### config.mk
export PLATFORM = sky130hd
export DESIGN_NAME = game_flow_ctrl
export DESIGN_NICKNAME = d
export VERILOG_FILES = /design/src/rtl/game_pkg.sv /design/src/rtl/game_flow_ctrl_lfsr8.sv /design/src/rtl/game_flow_ctrl.sv
export SDC_FILE = /design/constraint.sdc
export NUM_CORES = 1
export LEC_CHECK = 0
export BUFFER_PORTS_ARGS = -buffer_cell sky130_fd_sc_hd__buf_2
export CAP_MARGIN = 15
export CORE_UTILIZATION = 60
export DETAILED_ROUTE_END_ITERATION = 12
export PLACE_DENSITY = 0.95
export SETUP_SLACK_MARGIN = 0.15
export SYNTH_ARGS = -nofsm -noshare
export SYNTH_HDL_FRONTEND = slang
export SYNTH_SLANG_ARGS = --single-unit
### constraint.sdc
create_clock -name i_clk -period 4.6 [get_ports i_clk]
set_input_delay 1.38 -clock i_clk [delete_from_list [all_inputs] [get_ports i_clk]]
set_output_delay 1.38 -clock i_clk [all_outputs]
set_load 0.05 [all_outputs]
### src/rtl/game_pkg.sv
// -----------------------------------------------------------------------------
// game_pkg
// Shared definitions for the game-flow sequencer and its helpers:
//   - game_state_e : FSM state encodings (IDLE=0, SERVE=1, PLAY=2, OVER=3,
//                    PAUSE=4; PAUSE is reachable only when the pause feature
//                    is compiled in)
//   - SPEED_MIN/MAX: ball speed level range
//   - LFSR_SEED/TAPS and lfsr_step(): 8-bit Galois LFSR for serve direction
// -----------------------------------------------------------------------------
package game_pkg;

  typedef enum logic [2:0] {
    ST_IDLE  = 3'd0,
    ST_SERVE = 3'd1,
    ST_PLAY  = 3'd2,
    ST_OVER  = 3'd3,
    ST_PAUSE = 3'd4
  } game_state_e;

  localparam logic [1:0] SPEED_MIN = 2'd1;
  localparam logic [1:0] SPEED_MAX = 2'd3;

  // x^8 + x^6 + x^5 + x^4 + 1 in right-shifting Galois form: feedback from
  // bit 0 is XORed into bit positions 7, 5, 4 and 3.
  localparam logic [7:0] LFSR_SEED = 8'hA5;
  localparam logic [7:0] LFSR_TAPS = 8'hB8;

  function automatic logic [7:0] lfsr_step(input logic [7:0] s);
    return (s >> 1) ^ (s[0] ? LFSR_TAPS : 8'h00);
  endfunction

endpackage

### src/rtl/game_flow_ctrl_lfsr8.sv
// -----------------------------------------------------------------------------
// lfsr8
// Free-running 8-bit Galois LFSR, advanced every clock, used as a cheap
// pseudo-random source for the serve direction.
// Ports:
//   i_clk    in   base clock
//   i_rst_n  in   asynchronous active-low reset (loads LFSR_SEED)
//   o_state  out  current 8-bit LFSR state
// -----------------------------------------------------------------------------
module lfsr8
  import game_pkg::*;
(
  input  logic       i_clk,
  input  logic       i_rst_n,
  output logic [7:0] o_state
);

  always_ff @(posedge i_clk or negedge i_rst_n) begin
    if (!i_rst_n) begin
      o_state <= LFSR_SEED;
    end else begin
      o_state <= lfsr_step(o_state);
    end
  end

endmodule

### src/rtl/game_flow_ctrl.sv
// -----------------------------------------------------------------------------
// game_flow_ctrl
// Game-flow sequencer for the ball/paddle datapath. Owns lives, score, speed
// level and serve sequencing; drives the ball's recentre pulse, motion enable,
// serve direction and speed, and consumes the ball's miss/hit pulses.
//
// Optional feature: define GAME_FLOW_CTRL_PAUSE_EN to add the i_pause input
// and the PAUSE state (PLAY <-> PAUSE on each rising edge of i_pause).
//
// Parameters:
//   LIVES          lives per game (1..15)
//   SERVE_FRAMES   frame strobes spent in SERVE (0 behaves as 1)
//   HITS_PER_LEVEL paddle hits per speed increment
//   MAX_SCORE      score saturation value
// Ports:
//   i_clk        in   base clock
//   i_rst_n      in   asynchronous active-low reset
//   i_ani_stb    in   one-cycle frame strobe
//   i_mode [1:0] in   game mode, 0 = disabled
//   i_start      in   start button level (edge detected here)
//   i_miss       in   ball passed the player edge (pulse)
//   i_hit        in   paddle collision (pulse)
//   i_pause      in   pause button level (only with GAME_FLOW_CTRL_PAUSE_EN)
//   o_ball_rst   out  one-cycle recentre pulse, aligned with the state change
//   o_animate    out  ball motion enable
//   o_serve_dir  out  initial x direction, 1 = right
//   o_speed[1:0] out  speed level 1..3
//   o_lives[3:0] out  remaining lives
//   o_score[8:0] out  hit score
//   o_endgame    out  game over flag
//   o_state[2:0] out  current FSM state
// -----------------------------------------------------------------------------
module game_flow_ctrl
  import game_pkg::*;
#(
  parameter int LIVES          = 5,
  parameter int SERVE_FRAMES   = 60,
  parameter int HITS_PER_LEVEL = 4,
  parameter int MAX_SCORE      = 511
) (
  input  logic       i_clk,
  input  logic       i_rst_n,
  input  logic       i_ani_stb,
  input  logic [1:0] i_mode,
  input  logic       i_start,
  input  logic       i_miss,
  input  logic       i_hit,
`ifdef GAME_FLOW_CTRL_PAUSE_EN
  input  logic       i_pause,
`endif
  output logic       o_ball_rst,
  output logic       o_animate,
  output logic       o_serve_dir,
  output logic [1:0] o_speed,
  output logic [3:0] o_lives,
  output logic [8:0] o_score,
  output logic       o_endgame,
  output logic [2:0] o_state
);

  localparam int SF_EFF  = (SERVE_FRAMES < 1) ? 1 : SERVE_FRAMES;
  localparam int SF_W    = $clog2(SF_EFF + 1);
  localparam int HPL_EFF = (HITS_PER_LEVEL < 1) ? 1 : HITS_PER_LEVEL;
  localparam int HIT_W   = $clog2(HPL_EFF + 1);

  localparam logic [3:0]       LIVES_INIT = 4'(LIVES);
  localparam logic [8:0]       SCORE_MAX  = 9'(MAX_SCORE);
  localparam logic [SF_W-1:0]  SF_LAST    = SF_W'(SF_EFF - 1);
  localparam logic [HIT_W-1:0] HIT_LAST   = HIT_W'(HPL_EFF - 1);

  game_state_e      state_q, state_d;
  logic             start_q;
  logic [3:0]       lives_q, lives_d;
  logic [8:0]       score_q, score_d;
  logic [1:0]       speed_q, speed_d;
  logic [HIT_W-1:0] hit_cnt_q, hit_cnt_d;
  logic [SF_W-1:0]  serve_cnt_q, serve_cnt_d;
  logic             serve_dir_q, serve_dir_d;
  logic             ball_rst_q, ball_rst_d;
  logic             animate_q, animate_d;
  logic             endgame_q, endgame_d;

  logic             start_edge;
  logic             mode_off;
  logic [7:0]       lfsr_q;
  logic [6:0]       lfsr_unused;

`ifdef GAME_FLOW_CTRL_PAUSE_EN
  logic             pause_q;
  logic             pause_edge;
  assign pause_edge = i_pause & ~pause_q;
`endif

  assign start_edge  = i_start & ~start_q;
  assign mode_off    = (i_mode == 2'd0);
  assign lfsr_unused = lfsr_q[7:1];

  lfsr8 u_lfsr (
    .i_clk   (i_clk),
    .i_rst_n (i_rst_n),
    .o_state (lfsr_q)
  );

  // Next-state and next-value logic
  always_comb begin
    state_d     = state_q;
    lives_d     = lives_q;
    score_d     = score_q;
    speed_d     = speed_q;
    hit_cnt_d   = hit_cnt_q;
    serve_cnt_d = serve_cnt_q;
    serve_dir_d = serve_dir_q;
    ball_rst_d  = 1'b0;

    if (mode_off) begin
      // Disabling the game parks the FSM; lives and score stay visible.
      if (state_q != ST_IDLE) begin
        state_d    = ST_IDLE;
        ball_rst_d = 1'b1;
      end
    end else begin
      case (state_q)
        ST_IDLE, ST_OVER: begin
          if (start_edge) begin
            state_d    = ST_SERVE;
            lives_d    = LIVES_INIT;
            score_d    = '0;
            speed_d    = SPEED_MIN;
            hit_cnt_d  = '0;
            ball_rst_d = 1'b1;
          end
        end

        ST_SERVE: begin
          if (i_ani_stb) begin
            if (serve_cnt_q == SF_LAST) begin
              state_d     = ST_PLAY;
              serve_cnt_d = '0;
            end else begin
              serve_cnt_d = serve_cnt_q + 1'b1;
            end
          end
        end

        ST_PLAY: begin
          if (i_miss) begin
            // A miss wins over a simultaneous hit; the hit is dropped.
            if (lives_q > 4'd1) begin
              lives_d    = lives_q - 4'd1;
              speed_d    = SPEED_MIN;
              hit_cnt_d  = '0;
              ball_rst_d = 1'b1;
              state_d    = ST_SERVE;
            end else begin
              lives_d = '0;
              state_d = ST_OVER;
            end
          end else begin
            if (i_hit) begin
              if (score_q != SCORE_MAX) begin
                score_d = score_q + 9'd1;
              end
              if (hit_cnt_q == HIT_LAST) begin
                hit_cnt_d = '0;
                if (speed_q != SPEED_MAX) begin
                  speed_d = speed_q + 2'd1;
                end
              end else begin
                hit_cnt_d = hit_cnt_q + 1'b1;
              end
            end
`ifdef GAME_FLOW_CTRL_PAUSE_EN
            if (pause_edge) begin
              state_d = ST_PAUSE;
            end
`endif
          end
        end

`ifdef GAME_FLOW_CTRL_PAUSE_EN
        ST_PAUSE: begin
          // Hits and misses are ignored and every counter holds.
          if (pause_edge) begin
            state_d = ST_PLAY;
          end
        end
`endif

        default: state_d = ST_IDLE;
      endcase
    end

    // Every entry into SERVE restarts the frame count and draws a direction.
    if ((state_d == ST_SERVE) && (state_q != ST_SERVE)) begin
      serve_cnt_d = '0;
      serve_dir_d = lfsr_q[0];
    end

    animate_d = (state_d == ST_PLAY);
    endgame_d = (state_d == ST_OVER);
  end

  // State and output registers
  always_ff @(posedge i_clk or negedge i_rst_n) begin
    if (!i_rst_n) begin
      state_q     <= ST_IDLE;
      start_q     <= 1'b0;
      lives_q     <= LIVES_INIT;
      score_q     <= '0;
      speed_q     <= SPEED_MIN;
      hit_cnt_q   <= '0;
      serve_cnt_q <= '0;
      serve_dir_q <= 1'b0;
      ball_rst_q  <= 1'b0;
      animate_q   <= 1'b0;
      endgame_q   <= 1'b0;
    end else begin
      state_q     <= state_d;
      start_q     <= i_start;
      lives_q     <= lives_d;
      score_q     <= score_d;
      speed_q     <= speed_d;
      hit_cnt_q   <= hit_cnt_d;
      serve_cnt_q <= serve_cnt_d;
      serve_dir_q <= serve_dir_d;
      ball_rst_q  <= ball_rst_d;
      animate_q   <= animate_d;
      endgame_q   <= endgame_d;
    end
  end

`ifdef GAME_FLOW_CTRL_PAUSE_EN
  always_ff @(posedge i_clk or negedge i_rst_n) begin
    if (!i_rst_n) begin
      pause_q <= 1'b0;
    end else begin
      pause_q <= i_pause;
    end
  end
`endif

  assign o_state     = state_q;
  assign o_lives     = lives_q;
  assign o_score     = score_q;
  assign o_speed     = speed_q;
  assign o_serve_dir = serve_dir_q;
  assign o_ball_rst  = ball_rst_q;
  assign o_animate   = animate_q;
  assign o_endgame   = endgame_q;

endmodule

==> run_results.csv <==
group,metric,value,unit
clock_tree,clock_path_buffers,2,
power,power_switching,148,uW
sta,setup_viol,0,
yosys,synth_edf_count,0,
yosys,seq_area_frac_synth,49.5,%
clock_tree,cts_tree,"built",
outcome,status,"finished clean",
clock_tree,cts_root_buf,"clkbuf_4",
layout,final_area,2290,um2
power,pwr-share-seq,59.7,%
critical_path,cp_cell_sequence,"buf_2 > nand2b_1 > a2111o_1 > or4_1 > a21oi_1",
power,netSwitchingFraction,24.4,%
clock_tree,cts_resized,0,
yosys,synth_cells,197,
power,power.total,606,uW
yosys,synth-async-reset-ratio,100,%
critical_path,endpoint_kind,"flip-flop",
sta,holdWs,0.364,ns
sta,hold_viol,0,
critical_path,cp_slowest_cell,"a2111o_1",
place,port_buffers,29,
sta,slew_headroom,37.4,%
floorplan,num_io_pins,30,
critical_path,crit_family,"compound AO/OA/AOI/OAI gates",
yosys,syn-num-nets,212,
critical_path,worstPathRequired,4.87,ns
grt,track_usage,24.3,%
clock_tree,clk_pin_slew_worst_paths,0.11,ns
place,dp.cells,266,
power,p_leak,1.07,nW
grt,grt_max_degree,41,
layout,drive_above_1_share,23.0,%
clock_tree,numCtsBuffers,5,
critical_path,critPathMaxFanout,18,
clock_tree,clock-sinks,40,
place,gp_congestion,0.851,
critical_path,crit_buf_inv,1,
drt,firstDrtPassIters,4,
layout,syn2layout_area_growth,12.1,%
drt,drt_iter0_drc,109,
critical_path,arrival,2.98,ns
critical_path,critical_path_class,"input port to flip-flop",
clock_tree,holdBufCountCts,0,
sta,fin_crit_sh,58.8,%
drt,ant_nets,0,
yosys,ys_ff_latch,40,
sta,finalWorstSetupSlack,1.90,ns
grt,overflow,0,
critical_path,cp-start-kind,"input port",
layout,multi_input_area,983,um2
place,hpwl,2840,um
floorplan,rows,20,
drt,wl,3930,um
power,vdd_ir_drop_max,0.203,mV
layout,regArea,1010,um2
layout,layout_common_cells,"33 x dfrtp_1, 29 x buf_2, 16 x nor2_1, 15 x a21oi_1, 14 x o21ai_0",
place,preCtsSetupSlack,1.54,ns
worst_hold_path,hold_path_class,"flip-flop to flip-flop",
critical_path,cp_slowest_stage_delay,0.62,ns
layout,final_common_cell,"dfrtp_1",
power,p_int,458,uW
drt,dr_total_vias,1679,
yosys,yosysWarnings,0,
grt,antenna_found_initial,0,
sta,worst_pin_slew,0.939,ns
sta,slew_violations,0,
sta,final.setup.tns,0,ns
layout,fin_util,73.2,%
floorplan,die_h,60.3,um
sta,rsz0062_at_grt,"no",
power,pwr-share-clk,32.9,%
floorplan,dieArea,3640,um2
floorplan,core_area,3130,um2
yosys,ys_types,57,
layout,antenna_cells,0,
layout,fillers,228,
layout,final_nets,244,
yosys,netlist_area,2040,um2
layout,fin_cells,274,
sta,fmax,370,MHz
place,dpl-instance-area,2220,um2
sta,period_minus_slack,2.70,ns
sta,fin_worst_skew,0.00695,ns
yosys,syn_avg_cell_area,10.4,um2
floorplan,fp.dieW,60.3,um
power,combPwrFrac,7.4,%
flow_run,cap_violations,0,
grt,grt_pass1_wl,6470,um
grt,first_global_vias,1496,
drt,drc,0,
power,power_density,265,nW/um2
yosys,synth_flop_cell,"dfrtp_1",
drt,wl_per_cell,14.3,um
clock_tree,postCtsSetupBuffers,0,
clock_tree,cts_max_level,2,
clock_tree,worstSkewPairLatency,0.34,ns
floorplan,start_util,65.2,%
drt,routed_via_density,6.13,
power by group through the flow:
stage               sequential (mW)  combinational [mW]  clock, mW
global route                  0.362              0.0495      0.221
CTS                           0.362              0.0455      0.203
floorplan                     0.376              0.0186          0
detailed placement            0.368              0.0454          0
global placement              0.368              0.0445          0
finish                        0.362              0.0451      0.199
kinds of logic (layout without fill, tap and decap cells):
family / Yosys count / count (layout) / share of synthesized area [%]
buffers and inverters: 11 / 44 / 2.33
other: 1 / 1 / 0.184
AOI/OAI and AO/OA: 56 / 56 / 19.4
xor gates and xnor gates: 3 / 3 / 1.29
and+or+nand+nor: 77 / 77 / 21.9
muxes: 2 / 2 / 1.10
DFF: 40 / 40 / 49.5
adders and majority gates: 7 / 7 / 4.29
cell type report:
cell class / count / area share [%]
repair buffers: 29 / 6.34
well taps: 44 / 2.41
clock buffers: 8 / 3.01
inverters: 7 / 1.15
multi-input cells: 146 / 43.0
flip-flops and latches: 40 / 44.1
cell usage after synthesis (2+ instances only):
library cell	count	area [um2]
nand2_1	11	41.3
nor4_1	2	12.5
nand3_1	8	40.0
or4_1	4	30.0
a22o_1	2	17.5
mux2_2	2	22.5
nor3_1	5	25.0
ha_1	7	87.6
o31ai_1	4	30.0
a22oi_1	2	15.0
nor2b_1	3	18.8
a21oi_1	15	75.1
nand4_1	2	12.5
clkbuf_2	2	10.0
nor2_1	16	60.1
and4_1	2	17.5
inv_1	7	26.3
and2_1	2	12.5
xor2_1	3	26.3
o21ai_0	14	70.1
nor3b_1	2	15.0
or3_1	4	25.0
o41ai_1	2	17.5
or2_2	2	12.5
nand2b_1	3	18.8
dfstp_2	7	184
dfrtp_1	33	826
or4b_1	2	20.0
worst paths after layout:
path,slack [ns],start,to,cells past startpoint
min reg2reg,0.36,u_lfsr.o_state[3]$_DFF_PN0_,u_lfsr.o_state[2]$_DFF_PN1_,0
max in group asynchronous,2.94,i_rst_n,o_endgame$_DFF_PN0_,1
max reg2reg,2.29,o_state[2]$_DFF_PN0_,o_score[8]$_DFFE_PN0P_,4
min in group asynchronous,1.13,i_rst_n,o_score[1]$_DFFE_PN0P_,1
min,0.36,u_lfsr.o_state[3]$_DFF_PN0_,u_lfsr.o_state[2]$_DFF_PN1_,0
max,1.90,i_start,o_score[4]$_DFFE_PN0P_,5
registers in the layout, indices dropped and copies added (netlist names), 2 cells and up:
| register | count |
|---|---|
| serve_cnt_q | 6 |
| o_speed | 2 |
| o_lives | 4 |
| o_state | 3 |
| o_score | 9 |
| u_lfsr.o_state | 8 |
| hit_cnt_q | 3 |
routing by layer:
metal / part of all wire (%) / track usage [%] / wire length (um) / vias to the layer above
li1: - / - / - / 813
met1: 45 / 31.0 / 1750 / 802
met2: 48 / 38.5 / 1900 / 57
met3: 5.5 / 7.14 / 216 / 7
met4: 1.6 / 10.6 / 63 / 0
met5: 0 / 0 / 0 / -
Power figures use the tool's default switching activity.
